<file path="config.mk">
export PLATFORM = sky130hd
export DESIGN_NAME = machine_ctl_flat
export DESIGN_NICKNAME = d
export VERILOG_FILES = /design/src/rtl/machine_ctl_if.sv /design/src/rtl/machine_ctl.sv /design/src/flat_wrapper.sv
export SDC_FILE = /design/constraint.sdc
export NUM_CORES = 1
export LEC_CHECK = 0
export ABC_CLOCK_PERIOD_IN_PS = 2900
export CORE_UTILIZATION = 25
export DETAILED_ROUTE_END_ITERATION = 12
export SLEW_MARGIN = 20
export SYNTH_ARGS = -nofsm -noshare
export SYNTH_HDL_FRONTEND = slang
export SYNTH_SLANG_ARGS = --single-unit
</file>
<file path="constraint.sdc">
create_clock -name clk -period 2.9 [get_ports clk]
set_input_delay 0.58 -clock clk [delete_from_list [all_inputs] [get_ports clk]]
set_output_delay 0.58 -clock clk [all_outputs]
set_load 0.01 [all_outputs]
</file>
<file path="src/rtl/machine_ctl_if.sv">
// Control bundle between the instruction-cycle controller and the rest of
// the CPU: run enable and decode inputs in, datapath strobes out.
interface machine_ctl_if;
   logic       ena;
   logic [2:0] opcode;
   logic       zero;
   logic       load_ir;
   logic       inc_pc;
   logic       load_pc;
   logic       load_acc;
   logic       rd;
   logic       wr;
   logic       datactl_ena;
   logic       halt;

   // Controller side
   modport master (
      input  ena, opcode, zero,
      output load_ir, inc_pc, load_pc, load_acc, rd, wr, datactl_ena, halt
   );

   // CPU datapath side
   modport slave (
      output ena, opcode, zero,
      input  load_ir, inc_pc, load_pc, load_acc, rd, wr, datactl_ena, halt
   );
endinterface

</file>
<file path="src/rtl/machine_ctl.sv">
// Instruction-cycle controller: a fixed 8-step fetch/execute sequence whose
// decoded strobes are registered, so step Sn's strobes appear the clock
// after the edge at which the step counter held Sn.
module machine_ctl #(
   parameter bit HLT_STICKY = 1'b1
) (
   input  logic            clk,
   input  logic            rst,
   machine_ctl_if.master   bus
);
   localparam logic [2:0] OP_HLT  = 3'b000;
   localparam logic [2:0] OP_SKZ  = 3'b001;
   localparam logic [2:0] OP_ADD  = 3'b010;
   localparam logic [2:0] OP_ANDD = 3'b011;
   localparam logic [2:0] OP_XORR = 3'b100;
   localparam logic [2:0] OP_LDA  = 3'b101;
   localparam logic [2:0] OP_STO  = 3'b110;
   localparam logic [2:0] OP_JMP  = 3'b111;

   typedef enum logic [2:0] {S0, S1, S2, S3, S4, S5, S6, S7} step_t;

   step_t cnt;
   logic  halted;

   logic load_ir_reg, inc_pc_reg, load_pc_reg, load_acc_reg;
   logic rd_reg, wr_reg, datactl_ena_reg, halt_reg;

   logic load_ir_next, inc_pc_next, load_pc_next, load_acc_next;
   logic rd_next, wr_next, datactl_ena_next, halt_next;

   logic alu_op;
   assign alu_op = (bus.opcode == OP_ADD) || (bus.opcode == OP_ANDD) ||
                   (bus.opcode == OP_XORR) || (bus.opcode == OP_LDA);

   // Decode of the current step and opcode into the strobes for next clock
   always_comb begin
      load_ir_next     = 1'b0;
      inc_pc_next      = 1'b0;
      load_pc_next     = 1'b0;
      load_acc_next    = 1'b0;
      rd_next          = 1'b0;
      wr_next          = 1'b0;
      datactl_ena_next = 1'b0;
      halt_next        = 1'b0;
      case (cnt)
         S0, S1: begin
            load_ir_next = 1'b1;
            rd_next      = 1'b1;
            inc_pc_next  = 1'b1;
         end
         S3: begin
            halt_next = (bus.opcode == OP_HLT);
         end
         S4: begin
            rd_next          = alu_op;
            load_pc_next     = (bus.opcode == OP_JMP);
            datactl_ena_next = (bus.opcode == OP_STO);
         end
         S5: begin
            rd_next          = alu_op;
            load_acc_next    = alu_op;
            inc_pc_next      = ((bus.opcode == OP_SKZ) && bus.zero) ||
                               (bus.opcode == OP_JMP);
            load_pc_next     = (bus.opcode == OP_JMP);
            wr_next          = (bus.opcode == OP_STO);
            datactl_ena_next = (bus.opcode == OP_STO);
         end
         S6: begin
            rd_next          = alu_op;
            datactl_ena_next = (bus.opcode == OP_STO);
         end
         S7: begin
            inc_pc_next = (bus.opcode == OP_SKZ) && bus.zero;
         end
         default: ;
      endcase
   end

   // Step sequencing, halt parking and registered strobe outputs
   always_ff @(posedge clk or posedge rst) begin
      if (rst) begin
         cnt             <= S0;
         halted          <= 1'b0;
         load_ir_reg     <= 1'b0;
         inc_pc_reg      <= 1'b0;
         load_pc_reg     <= 1'b0;
         load_acc_reg    <= 1'b0;
         rd_reg          <= 1'b0;
         wr_reg          <= 1'b0;
         datactl_ena_reg <= 1'b0;
         halt_reg        <= 1'b0;
      end else if (halted) begin
         // Parked: only reset leaves this state, ena merely re-arms S0
         if (!bus.ena) cnt <= S0;
         load_ir_reg     <= 1'b0;
         inc_pc_reg      <= 1'b0;
         load_pc_reg     <= 1'b0;
         load_acc_reg    <= 1'b0;
         rd_reg          <= 1'b0;
         wr_reg          <= 1'b0;
         datactl_ena_reg <= 1'b0;
         halt_reg        <= 1'b1;
      end else if (!bus.ena) begin
         cnt             <= S0;
         load_ir_reg     <= 1'b0;
         inc_pc_reg      <= 1'b0;
         load_pc_reg     <= 1'b0;
         load_acc_reg    <= 1'b0;
         rd_reg          <= 1'b0;
         wr_reg          <= 1'b0;
         datactl_ena_reg <= 1'b0;
         halt_reg        <= 1'b0;
      end else begin
         cnt             <= step_t'(cnt + 3'd1);
         load_ir_reg     <= load_ir_next;
         inc_pc_reg      <= inc_pc_next;
         load_pc_reg     <= load_pc_next;
         load_acc_reg    <= load_acc_next;
         rd_reg          <= rd_next;
         wr_reg          <= wr_next;
         datactl_ena_reg <= datactl_ena_next;
         halt_reg        <= halt_next;
         if (HLT_STICKY && halt_next) halted <= 1'b1;
      end
   end

   assign bus.load_ir     = load_ir_reg;
   assign bus.inc_pc      = inc_pc_reg;
   assign bus.load_pc     = load_pc_reg;
   assign bus.load_acc    = load_acc_reg;
   assign bus.rd          = rd_reg;
   assign bus.wr          = wr_reg;
   assign bus.datactl_ena = datactl_ena_reg;
   assign bus.halt        = halt_reg;
endmodule
</file>
<file path="src/flat_wrapper.sv">
// flat-port wrapper written by rule: the top's interface ports become plain ports
module machine_ctl_flat 
#(
   parameter bit HLT_STICKY = 1'b1
)
  (clk, rst, bus_ena, bus_opcode, bus_zero, bus_load_ir, bus_inc_pc, bus_load_pc, bus_load_acc, bus_rd, bus_wr, bus_datactl_ena, bus_halt);
  machine_ctl_if bus_i ();
  input  logic clk;
  input  logic rst;
  input wire logic [$bits(bus_i.ena)-1:0] bus_ena;
  input wire logic [$bits(bus_i.opcode)-1:0] bus_opcode;
  input wire logic [$bits(bus_i.zero)-1:0] bus_zero;
  output wire logic [$bits(bus_i.load_ir)-1:0] bus_load_ir;
  output wire logic [$bits(bus_i.inc_pc)-1:0] bus_inc_pc;
  output wire logic [$bits(bus_i.load_pc)-1:0] bus_load_pc;
  output wire logic [$bits(bus_i.load_acc)-1:0] bus_load_acc;
  output wire logic [$bits(bus_i.rd)-1:0] bus_rd;
  output wire logic [$bits(bus_i.wr)-1:0] bus_wr;
  output wire logic [$bits(bus_i.datactl_ena)-1:0] bus_datactl_ena;
  output wire logic [$bits(bus_i.halt)-1:0] bus_halt;
  assign bus_i.ena = bus_ena;
  assign bus_i.opcode = bus_opcode;
  assign bus_i.zero = bus_zero;
  assign bus_load_ir = bus_i.load_ir;
  assign bus_inc_pc = bus_i.inc_pc;
  assign bus_load_pc = bus_i.load_pc;
  assign bus_load_acc = bus_i.load_acc;
  assign bus_rd = bus_i.rd;
  assign bus_wr = bus_i.wr;
  assign bus_datactl_ena = bus_i.datactl_ena;
  assign bus_halt = bus_i.halt;
  machine_ctl #(.HLT_STICKY(HLT_STICKY)) u_core (.clk(clk), .rst(rst), .bus(bus_i));
endmodule
</file>
==> metrics.md <==
| Metric | Value |
|---|---|
| GP Congestion | `0.7623` |
| Final period util | `0.6602` |
| Worst reg2reg path depth | `5` |
| Seq cells post-synth | `11` |
| Setup CP Type | `reg -> out` |
| Clock power frac | `0.381` |
| Switching pwr | `0.06080 mW` |
| Clock Path Buffers | `2` |
| Seq pwr share | `0.554` |
| Async S/R FF share, synth | `1.000` |
| Cell Int Power | `0.2157 mW` |
| Count of final hold-check violations | `0` |
| Post-Syn Nets | `67` |
| Area grow syn2layout | `32.98%` |
| Sw Ratio | `0.2199` |
| First-pass GRT wire length | `1835 microns` |
| Run status | `finished, final reports clean` |
| Peak Freq | `522.3 MHz` |
| RSZ-0062 raised after global routing | `false` |
| Slowest Stage Delay on Critical Path | `590 ps` |
| Combinational power share | `0.064` |
| Row Count | `17` |
| Crit Path Max Fanout | `7` |
| Count leader, synth | `dfrtp_1` |
| CTS resizes | `0` |
| Actual slew at the worst max-slew pin | `404.9 ps` |
| Initial drt markers | `7` |
| Reg-to-Reg Start | `u_core.cnt[1]$_DFFE_PP0P_` |
| Sequential fraction of the synthesis area | `0.4681` |
| Port Buffer Count | `14` |
| Layout cells sized above 1 | `0.09859` |
| Max-slew violations | `0` |
| Sink Count | `11` |
| Worst Slack Setup Final | `985.3 ps` |
| RR Endpoint | `u_core.bus.inc_pc$_DFF_PP0_` |
| Post-synth top area cell | `dfrtp_1` |
| Cts hold-fix bufs | `0` |
| Final Setup Violations | `0` |
| Die X | `50.50 microns` |
| Routed Wire Length | `993 microns` |
| Largest net degree at the start of global routing | `12` |
| Per-cell routed wire length | `10.03 microns` |
| Synth Flop Type | `dfrtp_1` |
| Clock root cell | `clkbuf_4` |
| Buffers & Inverters on Critical Path | `1` |
| Core area | `2212 sq um` |
| Via/cell ratio | `4.434` |
| Number of nets in the layout | `85` |
| Starting density of the core | `0.2658` |
| Crit-path slowest cell | `clkdlybuf4s50_1` |
| Final Skew | `11.03 ps` |
| Post-CTS setup buffer count | `0` |
| Netlist Area Pre-Place | `588.1 sq um` |
| Vias | `439` |
| Drt pass-1 iters | `4` |
| Max_cap viols | `0` |
| Critical Path RT | `2320 ps` |
| CTS tree | `built` |
| Worst slew margin | `0.7298` |
| LEAKAGE | `0.3592 nW` |
| CP Cell Sequence | `clkdlybuf4s50_1` |
| Setup TNS | `0 ps` |
| Largest reg by FF count | `u_core.cnt` |
| Grt total ovfl | `0` |
| Unique masters post-synth | `25` |
| Post-route minimum period | `1915 ps` |
| Number of global-route vias before repair | `408` |
| Post-synth EDFFs | `0` |
| # H-tree levels | `1` |
| Setup crit end kind | `output pin` |
| CP Depth | `1` |
| Pre-CTS setup slack | `1012 ps` |
| Post-DP HPWL | `774.6 microns` |
| Antenna cells | `0` |
| Register clock-pin slew on the reported worst setup and hold paths | `80 ps` |
| Routed Antenna Nets | `0` |
| Top-Level Pins | `15` |
| Area contributors post-synth | `dfrtp_1, ha_1, inv_1` |
| Maximum vdd drop | `0.2417 mV` |
| DRC violations left | `0` |
| Clk_lat worst skew | `270 ps` |
| GRT Overall Usage | `0.1019` |
| Antenna violations before repair | `0` |
| Ys Warns | `0` |
| Gate Count Post-Synth | `54` |
| Critical Path Source Type | `flip-flop` |
| Die H | `50.50 microns` |
| CTS buffer count | `3` |
| Die area | `2550 sq um` |
| Min-delay worst type | `in -> async` |
| Max FFs per register | `3` |
| Syn avg cell area | `10.89 sq um` |
| CP startpoint | `u_core.bus.halt$_DFF_PP0_` |
| PD cells | `353.6 nW/um^2` |
| Critical path's top delay family | `buffers and inverters` |
| Worst setup endpoint | `bus_halt` |
| R2r setup slk | `1430 ps` |
| Top-area cell type share of the netlist area | `0.4681` |
| Commonest cells in the netlist | `dfrtp_1, ha_1, inv_1, nand2_1, nor2_1` |
| Critical Path AT | `1330 ps` |
[cells in the final DEF (no fill, tap or decap), drive strengths merged, types with 2 or more instances in the layout]
cell type	count
clkdlybuf4s50	14
nand2	5
inv	5
clkbuf	4
o21ai	2
nor3	3
ha	6
xnor2	2
nor3b	2
nor2	3
dfrtp	11
and2	2
[area by class of cell]
class	count	area [sq um]
Clock buffer	4	26.28
Fill cell	238	1430
Inverter	5	18.77
Multi-Input combinational cell	37	286.5
Sequential cell	11	275.3
Tap cell	28	35.03
Timing Repair Buffer	14	140.1
[metrics by stage]
stage,instances,instance area [sq um],hold slack [ps],total power [mW],util
2_1_floorplan,54,588.1,432.4,0.1617,-
3_3_place_gp,95,755.7,636.4,0.1742,0.3416
3_5_place_dp,95,755.7,628.1,0.1744,0.3416
4_1_cts,99,782.0,606.1,0.2817,0.3535
5_1_grt,99,782.0,644.7,0.2912,0.3535
6_report,99,782.0,587.6,0.2765,0.3535
[power groups by stage]
stage	Clock [mW]	Combinational [mW]	Sequential [mW]
after floorplan	0	0.00538	0.156
after global placement	0	0.0179	0.156
after detailed placement	0	0.0182	0.156
after CTS	0.110	0.0182	0.153
after global routing	0.118	0.0199	0.153
final	0.105	0.0177	0.153
[worst min-delay path by stage]
| stage | cells after the start | to | startpoint |
|---|---|---|---|
| floorplan | 1 | u_core.bus.datactl_ena$_DFF_PP0_ | rst |
| global placement | 2 | u_core.bus.halt$_DFF_PP0_ | u_core.bus.halt$_DFF_PP0_ |
| detailed placement | 2 | u_core.bus.halt$_DFF_PP0_ | u_core.bus.halt$_DFF_PP0_ |
| CTS | 2 | u_core.bus.datactl_ena$_DFF_PP0_ | rst |
| global route | 2 | u_core.bus.datactl_ena$_DFF_PP0_ | rst |
| finish | 2 | u_core.bus.datactl_ena$_DFF_PP0_ | rst |
[cells by family after synthesis]
| kind of cell | Yosys count | share of synthesized area |
|---|---|---|
| compound gates | 8 | 0.09363 |
| xor+xnor | 2 | 0.02979 |
| fa+ha+maj | 6 | 0.1277 |
| buf+inv | 6 | 0.04469 |
| flops | 11 | 0.4681 |
| mux | 1 | 0.01702 |
| simple gates | 20 | 0.2192 |
[layer usage]
| metal | global-route usage | vias up | wire [microns] |
|---|---|---|---|
| met5 | 0 | - | 0 |
| met4 | 0.04167 | 0 | 9 |
| met3 | 0.05758 | 2 | 83 |
| met2 | 0.1511 | 17 | 450 |
| met1 | 0.1203 | 203 | 450 |
| li1 | - | 217 | - |
Power figures use the tool's default switching activity.
